**src/rtl/imem_dmem_port_arbiter.sv**
```systemverilog
// Arbitrates the single-port unified memory between fetch (IF) and load/store (DM).
// DM wins in IDLE; on completion the other requester is granted back-to-back so neither starves.
module imem_dmem_port_arbiter #(
  parameter int AW      = 32,
  parameter int DW      = 32,
  parameter int MEM_LAT = 1
) (
  input  logic          clk,
  input  logic          rst_n,
  input  logic          if_req,
  input  logic [AW-1:0] if_addr,
  output logic [DW-1:0] if_rdata,
  output logic          if_ready,
  input  logic          dm_req,
  input  logic          dm_we,
  input  logic [AW-1:0] dm_addr,
  input  logic [DW-1:0] dm_wdata,
  input  logic [3:0]    dm_be,
  output logic [DW-1:0] dm_rdata,
  output logic          dm_ready,
  output logic          mem_en,
  output logic          mem_we,
  output logic [AW-1:0] mem_addr,
  output logic [DW-1:0] mem_wdata,
  output logic [3:0]    mem_be,
  input  logic [DW-1:0] mem_rdata,
  output logic [31:0]   if_stall_cycles
);

  localparam int CW = (MEM_LAT > 1) ? $clog2(MEM_LAT) : 1;

  typedef enum logic [1:0] {IDLE, ACCESS, WAIT} state_e;

  state_e        state_q, state_d;
  logic          owner_q, owner_d;   // 1 = DM owns the port
  logic          we_q, we_d;
  logic [AW-1:0] addr_q, addr_d;
  logic [DW-1:0] wdata_q, wdata_d;
  logic [3:0]    be_q, be_d;
  logic [CW-1:0] cnt_q, cnt_d;
  logic [31:0]   if_stall_q;
  logic          done, grant, grant_dm;

  // A store completes in its ACCESS cycle; a read completes when the countdown hits zero.
  assign done = ((state_q == ACCESS) && we_q) || ((state_q == WAIT) && (cnt_q == '0));

  always_comb begin
    state_d  = state_q;
    owner_d  = owner_q;
    we_d     = we_q;
    addr_d   = addr_q;
    wdata_d  = wdata_q;
    be_d     = be_q;
    cnt_d    = cnt_q;
    grant    = 1'b0;
    grant_dm = 1'b0;

    case (state_q)
      IDLE: begin
        if (dm_req) begin
          grant    = 1'b1;
          grant_dm = 1'b1;
        end else if (if_req) begin
          grant    = 1'b1;
        end
      end
      ACCESS: begin
        if (!we_q) begin
          state_d = WAIT;
          cnt_d   = CW'(MEM_LAT - 1);
        end
      end
      WAIT: begin
        if (cnt_q != '0) cnt_d = cnt_q - CW'(1);
      end
      default: state_d = IDLE;
    endcase

    // The completing requester's req is still high this cycle, so only the other side may be granted.
    if (done) begin
      state_d = IDLE;
      if (owner_q && if_req) begin
        grant    = 1'b1;
      end else if (!owner_q && dm_req) begin
        grant    = 1'b1;
        grant_dm = 1'b1;
      end
    end

    if (grant) begin
      state_d = ACCESS;
      owner_d = grant_dm;
      if (grant_dm) begin
        we_d    = dm_we;
        addr_d  = dm_addr;
        wdata_d = dm_wdata;
        be_d    = dm_we ? dm_be : 4'b0000;
      end else begin
        we_d    = 1'b0;
        addr_d  = if_addr;
        wdata_d = '0;
        be_d    = 4'b0000;
      end
    end
  end

  always_ff @(posedge clk or negedge rst_n) begin
    if (!rst_n) begin
      state_q <= IDLE;
      owner_q <= 1'b0;
      we_q    <= 1'b0;
      addr_q  <= '0;
      wdata_q <= '0;
      be_q    <= 4'b0000;
      cnt_q   <= '0;
    end else begin
      state_q <= state_d;
      owner_q <= owner_d;
      we_q    <= we_d;
      addr_q  <= addr_d;
      wdata_q <= wdata_d;
      be_q    <= be_d;
      cnt_q   <= cnt_d;
    end
  end

  always_ff @(posedge clk or negedge rst_n) begin
    if (!rst_n) begin
      if_stall_q <= '0;
    end else if (if_req && !if_ready && (if_stall_q != 32'hFFFF_FFFF)) begin
      if_stall_q <= if_stall_q + 32'd1;
    end
  end

  assign mem_en          = (state_q == ACCESS);
  assign mem_we          = mem_en & we_q;
  assign mem_addr        = mem_en ? addr_q  : '0;
  assign mem_wdata       = mem_en ? wdata_q : '0;
  assign mem_be          = mem_en ? be_q    : 4'b0000;
  assign if_ready        = done & ~owner_q;
  assign dm_ready        = done & owner_q;
  assign if_rdata        = if_ready ? mem_rdata : '0;
  assign dm_rdata        = (dm_ready && !we_q) ? mem_rdata : '0;
  assign if_stall_cycles = if_stall_q;

endmodule

```
**config.mk**
```make
export PLATFORM = sky130hd
export DESIGN_NAME = imem_dmem_port_arbiter
export DESIGN_NICKNAME = d
export VERILOG_FILES = /design/src/rtl/imem_dmem_port_arbiter.sv
export SDC_FILE = /design/constraint.sdc
export NUM_CORES = 1
export LEC_CHECK = 0
export ABC_AREA = 1
export CAP_MARGIN = 0
export CORE_MARGIN = 10
export CORE_UTILIZATION = 40
export CTS_BUF_LIST = sky130_fd_sc_hd__clkbuf_16
export DETAILED_ROUTE_END_ITERATION = 12
export PLACE_DENSITY = 0.84
export SLEW_MARGIN = 20
export SYNTH_ARGS = -nofsm -noshare
export SYNTH_HDL_FRONTEND = slang
export SYNTH_SLANG_ARGS = --single-unit
export TNS_END_PERCENT = 30
```
**constraint.sdc**
```tcl
create_clock -name clk -period 3.4 [get_ports clk]
set_input_delay 0.51 -clock clk [delete_from_list [all_inputs] [get_ports clk]]
set_output_delay 0.51 -clock clk [all_outputs]
set_load 0.1 [all_outputs]
```
==> results of run 1 <==
worst register-to-register path, stage by stage, from the launching register on:
cell and delay (ns):
dfrtp_1 0.42, ha_1 0.26, inv_1 0.10, nor2_4 0.17
nand2_4 0.10, nor2_8 0.15, nand2_4 0.11, nand2_8 0.20
inv_6 0.14, nand2_1 0.11, nand2_1 0.05
power breakdown:
| group | internal [W] | switching, W | total (W) |
|---|---|---|---|
| clock network | 0.000565 | 0.000466 | 0.00103 |
| logic | 0.00146 | 0.00559 | 0.00704 |
| registers | 0.00170 | 0.000223 | 0.00192 |
| total | 0.00372 | 0.00627 | 0.0100 |
cell usage after synthesis (all sizes together):
| master | count | area share |
|---|---|---|
| nand4 | 5 | 0.0049 |
| buf | 21 | 0.022 |
| nand3b | 34 | 0.040 |
| clkbuf | 19 | 0.011 |
| nand2 | 327 | 0.20 |
| o21ai | 44 | 0.034 |
| a21oi | 1 | 0.0025 |
| clkinv | 1 | 0.00058 |
| inv | 170 | 0.10 |
| nand3 | 57 | 0.044 |
| dfrtp | 104 | 0.41 |
| ha | 1 | 0.0019 |
| xnor2 | 6 | 0.0082 |
| xor2 | 6 | 0.0082 |
| nor2 | 190 | 0.12 |
worst max-delay path by stage:
| stage | start | end | slack (ns) |
|---|---|---|---|
| 3_3_place_gp | dm_req | addr_q[21] | 1.20 |
| 6_report | state_q[1] | dm_rdata[22] | 0.77 |
| 2_1_floorplan | state_q[1] | mem_be[0] | -0.43 |
| 5_1_grt | state_q[1] | dm_rdata[21] | 0.60 |
| 4_1_cts | state_q[1] | dm_rdata[21] | 0.78 |
| 3_5_place_dp | if_req | addr_q[26] | 1.13 |
stage by stage:
step           power (W)  TNS [ns]  instances  worst slack (ns)  hold slack (ns)
2_1_floorplan    0.00740    -17.30        986            -0.431            0.214
3_3_place_gp     0.00893         0       1475              1.20            0.457
3_5_place_dp     0.00901         0       1475              1.13            0.466
4_1_cts           0.0101         0       1491             0.781            0.204
5_1_grt           0.0105         0       1491             0.595            0.210
6_report          0.0100         0       1491             0.766            0.177
final cells by class:
class	instances	area, um^2	share of cell area
timing repair buffer	313	2810	0.289
sequential	104	2600	0.268
clock buffer	9	225	0.0232
multi-input combinational	671	3100	0.319
clock inverter	7	63.8	0.00657
inverter	171	647	0.0666
tap	216	270	0.0278
per-layer routing:
| layer | share of wire | vias up |
|---|---|---|
| met5 | 0.00050 | - |
| met4 | 0.023 | 2 |
| met3 | 0.091 | 38 |
| met2 | 0.49 | 267 |
| met1 | 0.39 | 3202 |
| li1 | - | 3486 |
cells by family after synthesis:
logic type                 after synthesis  share of synthesized area
adders and majority gates                1                    0.00195
xor gates and xnor gates                12                     0.0164
buffers and inverters                  211                      0.134
and+or+nand+nor                        613                      0.406
DFF                                    104                      0.405
AOI/OAI and AO/OA                       45                     0.0368
registers in the layout, summed over array words and instances (netlist names):
| register | flops |
|---|---|
| addr_q | 32 |
| if_stall_cycles | 32 |
| wdata_q | 32 |
| be_q | 4 |
| state_q | 2 |
| owner_q | 1 |
| we_q | 1 |
==> out/metrics.yaml, run 1 <==
status: "completed"
wirelength_um: 24100
rr_worst_depth: 10
critPathRequiredTime_ns: 2.89
core-area_mm2: 0.0158
wire_per_inst_um: 16.2
use_met3: 0.0838
setup_violations: 0
ys_ff_latch: 104
first_pass_iters: 5
relSlewSlack: 0.333
final_area_mm2: 0.00972
fmax_mhz: 380
r2r_start: "if_stall_cycles[0]"
vias: 6995
die-area_mm2: 0.0215
cp_num_cells: 9
post-route-util: 0.614
root_buffer: "clkbuf_16"
ir_drop_uv: 818
fp-row-count: 46
antenna_cells: 0
layout_common_cells: "nand2_1, inv_1, clkdlybuf4s50_1"
place_area_mm2: 0.00943
max-cap-violations: 0
worstSkewPairLatency_ns: 0.35
cp_max_fo: 32
crit_path_end_kind: "output pin"
skew_ns: 0.00982
layout_commonest_cell: "nand2_1"
grtUsageTotal: 0.217
io_buffers: 304
slowest_stage: "dfrtp_1"
place_congestion: 0.892
r2r_setup_slack_ns: 1.47
nFillCells: 1401
viasPerCell: 4.69
die_w_um: 147
clockBufferDepth: 2
drc: 0
area_delta_synth_final_pct: 51.3
leakage_nw: 5.03
grt_busiest_layer: "met2"
synth.avg_cell_area_um2: 6.51
synth.cell_area_mm2: 0.00642
grt_first_pass_wirelength_um: 37900
layout-drive-gt1-share: 0.175
ys_types: 28
final_antenna_net_count: 0
synth_cells: 986
grt_use_met1: 0.245
worst_pin_slew_ns: 0.998
finalCritPeriodShare: 0.775
die_h_um: 147
path_clk_slew_ns: 0.07
r2r-end: "if_stall_cycles[28]"
slew_violations: 0
dp.final_hpwl_um: 19000
grt_use_met2: 0.373
start_util: 0.406
startpoint_type: "flip-flop"
grt_pass1_vias: 7087
grt_max_degree: 58
worstHoldPathType: "in -> async"
hold_violations: 0
postCtsHoldBufs: 0
path_class: "reg -> out"
powerDensity_mw_per_mm2: 1030
crit_buf_inv: 4
boundaryPins: 305
post_cts_buffers: 0
overflow: 0
cts_tree: "yes"
ys_seq_area_frac: 0.405
nNetsFinal: 1408
cts.sinks: 104
cts_resized: 0
fin_crit_ns: 2.63
cp_top_family: "buffers and inverters"
path_cells: "inv_1 > nand3_1 > nand2_2 > inv_1 > nor2_4 > nand2_2 > buf_4 > nor2_2 > buf_4"
drt_first_iter_violations: 475
htree_levels: 3
syn_nets: 1124
rsz0062_at_grt: "no"
cts_buffers: 9
critPathArrivalTime_ns: 2.12
antenna_found_initial: 1
ys.warnings.count: 0
max_stage_delay_ns: 0.41
Note: power is estimated with default switching activity, not from simulation.
==> inputs of run 2 (changes only) <==
--- a/config.mk
+++ b/config.mk
@@ -8,10 +8,10 @@
 export ABC_AREA = 1
 export CAP_MARGIN = 0
 export CORE_MARGIN = 10
-export CORE_UTILIZATION = 40
+export CORE_UTILIZATION = 38
 export CTS_BUF_LIST = sky130_fd_sc_hd__clkbuf_16
 export DETAILED_ROUTE_END_ITERATION = 12
-export PLACE_DENSITY = 0.84
+export PLACE_DENSITY = 0.83
 export SLEW_MARGIN = 20
 export SYNTH_ARGS = -nofsm -noshare
 export SYNTH_HDL_FRONTEND = slang
==> constraint.sdc (replaced) <==
create_clock -name clk -period 2.4 [get_ports clk]
set_input_delay 0.36 -clock clk [delete_from_list [all_inputs] [get_ports clk]]
set_output_delay 0.36 -clock clk [all_outputs]
set_load 0.1 [all_outputs]
==> out/metrics.yaml, run 2 (synthesis results as in run 1) <==
finalPower_w: 0.0171  # was 0.0100 W
p_int_w: 0.00706  # was 0.00372 W
place_area_mm2: 0.0117  # was 0.00943 mm^2
root_buffer: "clkbuf_16"  # unchanged
hold_violations: 0  # unchanged
fin_crit_ns: 2.35
cts.sinks: 104  # unchanged
cp_max_fo: 32  # unchanged
max-cap-violations: 0  # unchanged
antenna_found_initial: 5  # was 1
max_stage_delay_ns: 0.43  # was 0.41 ns
nFillCells: 1189  # was 1,401
viasPerCell: 4.80  # was 4.69
clockBufferDepth: 2  # unchanged
worstSkewPairLatency_ns: 0.35  # about the same
htree_levels: 3  # unchanged
critPathArrivalTime_ns: 1.99  # was 2.12 ns
slew_violations: 0  # unchanged
seqPwrFrac: 0.160  # was 0.192
crit_buf_inv: 4  # unchanged
powerDensity_mw_per_mm2: 1430  # was 1030 mW/mm^2
wire_per_inst_um: 17.8  # was 16.2 um
finalCritPeriodShare: 0.979
first_pass_iters: 5  # unchanged
grt_pass1_vias: 7345  # was 7,087
crit_path_end_kind: "output pin"  # unchanged
nNetsFinal: 1412  # was 1,408
place_congestion: 0.942  # was 0.892
area_delta_synth_final_pct: 86.5  # was 51.3%
cp_top_family: "simple AND/OR/NAND/NOR gates"  # was buffers and inverters
path_clk_slew_ns: 0.08  # was 0.07 ns
postCtsHoldBufs: 0  # unchanged
die_h_um: 150  # was 147 um
overflow: 0  # unchanged
worst_pin_slew_ns: 0.988  # was 0.998 ns
start_util: 0.387  # was 0.406
drc: 0  # unchanged
die_w_um: 150  # was 147 um
p_sw_frac: 0.587  # was 0.628
layout_commonest_cell: "nand2_1"  # unchanged
layout_common_cells: "nand2_1, inv_1, buf_12"  # was nand2_1, inv_1, clkdlybuf4s50_1
core-area_mm2: 0.0166  # was 0.0158 mm^2
io_buffers: 304  # unchanged
critPathRequiredTime_ns: 2.04  # was 2.89 ns
dp.final_hpwl_um: 21700  # was 19,000 um
final_area_mm2: 0.0120  # was 0.00972 mm^2
drt_first_iter_violations: 422  # was 475
share_comb_of_total_power: 0.758  # was 0.705
setup_violations: 0  # unchanged
path_class: "reg -> out"  # unchanged
grt_max_degree: 72  # was 58
worstHoldPathType: "in -> async"  # unchanged
skew_ns: 0.0148  # was 0.00982 ns
post_cts_buffers: 0  # unchanged
layout-drive-gt1-share: 0.256  # was 0.175
vias: 7230  # was 6,995
die-area_mm2: 0.0225  # was 0.0215 mm^2
cts_resized: 0  # unchanged
slowest_stage: "dfrtp_1"  # unchanged
p_sw_w: 0.0100  # was 0.00627 W
cts_tree: "yes"  # unchanged
status: "completed"  # unchanged
boundaryPins: 305  # unchanged
relSlewSlack: 0.341  # was 0.333
final_antenna_net_count: 0  # unchanged
clkPwrFrac: 0.082  # was 0.103
leakage_nw: 5.54  # was 5.03 nW
cts_buffers: 9  # unchanged
fmax_mhz: 426
startpoint_type: "flip-flop"  # unchanged
path_cells: "inv_1 > nand3_2 > nand2_4 > inv_2 > nor2_4 > nand2_4 > buf_12 > nor2_4 > buf_12"  # was inv_1 > nand3_1 > nand2_2 > inv_1 > nor2_4 > nand2_2 > buf_4 > nor2_2 > buf_4
fp-row-count: 47  # was 46
wirelength_um: 26800  # was 24,100 um
ir_drop_uv: 762  # was 818 uV
grt_first_pass_wirelength_um: 40800  # was 37,900 um
rsz0062_at_grt: "yes"  # was no
grtUsageTotal: 0.232  # was 0.217
## run 2: layout make-up
cell class | count | area, um^2 | share of cell area
Timing Repair Buffer | 317 | 4460 | 0.372
Multi-Input combinational cell | 671 | 3700 | 0.309
Sequential cell | 104 | 2600 | 0.217
Inverter | 171 | 652 | 0.0544
Tap cell | 220 | 275 | 0.0230
Clock buffer | 9 | 225 | 0.0188
Clock inverter | 7 | 46.3 | 0.00387
Antenna cell | 6 | 15.0 | 0.00125
## run 2: path summary, 6_finish.rpt
check | from | to | slack, ns | depth (start not counted)
min in group clk | addr_q[12] | addr_q[12] | 0.48 | 2
max | state_q[1] | dm_rdata[15] | 0.05 | 9
min reg2reg | addr_q[12] | addr_q[12] | 0.48 | 2
max reg2reg | if_stall_cycles[0] | if_stall_cycles[28] | 0.43 | 10
max in group asynchronous | rst_n | if_stall_cycles[10] | 1.69 | 2
min | rst_n | if_stall_cycles[16] | 0.02 | 1
## run 2: metrics by stage
step	cells	TNS (ns)	hold slack [ns]	worst slack (ns)	util
finish	1505	0	0.0154	0.0503	0.722
detailed placement	1483	0	0.412	0.184	0.704
CTS	1499	0	0.0336	0.0260	0.721
global route	1503	-0.0447	0.0556	-0.0214	0.722
floorplan	986	-20.53	0.0644	-0.228	-
global placement	1483	0	0.413	0.342	0.704
## run 2: power groups by stage
stage / Combinational (W) / Clock [W] / Sequential, W
2_1_floorplan: 0.00854 / 0 / 0.00298
3_3_place_gp: 0.0128 / 0 / 0.00274
3_5_place_dp: 0.0130 / 0 / 0.00276
4_1_cts: 0.0131 / 0.00143 / 0.00274
5_1_grt: 0.0136 / 0.00150 / 0.00281
6_report: 0.0130 / 0.00139 / 0.00274
## run 2: layer usage
layer	share of wire	track usage	routed length (um)	vias up
met5	0.00049	0	13	-
met2	0.52	0.414	14000	263
met4	0.054	0.136	1440	2
met3	0.070	0.0553	1870	65
li1	-	-	-	3513
met1	0.35	0.244	9480	3387
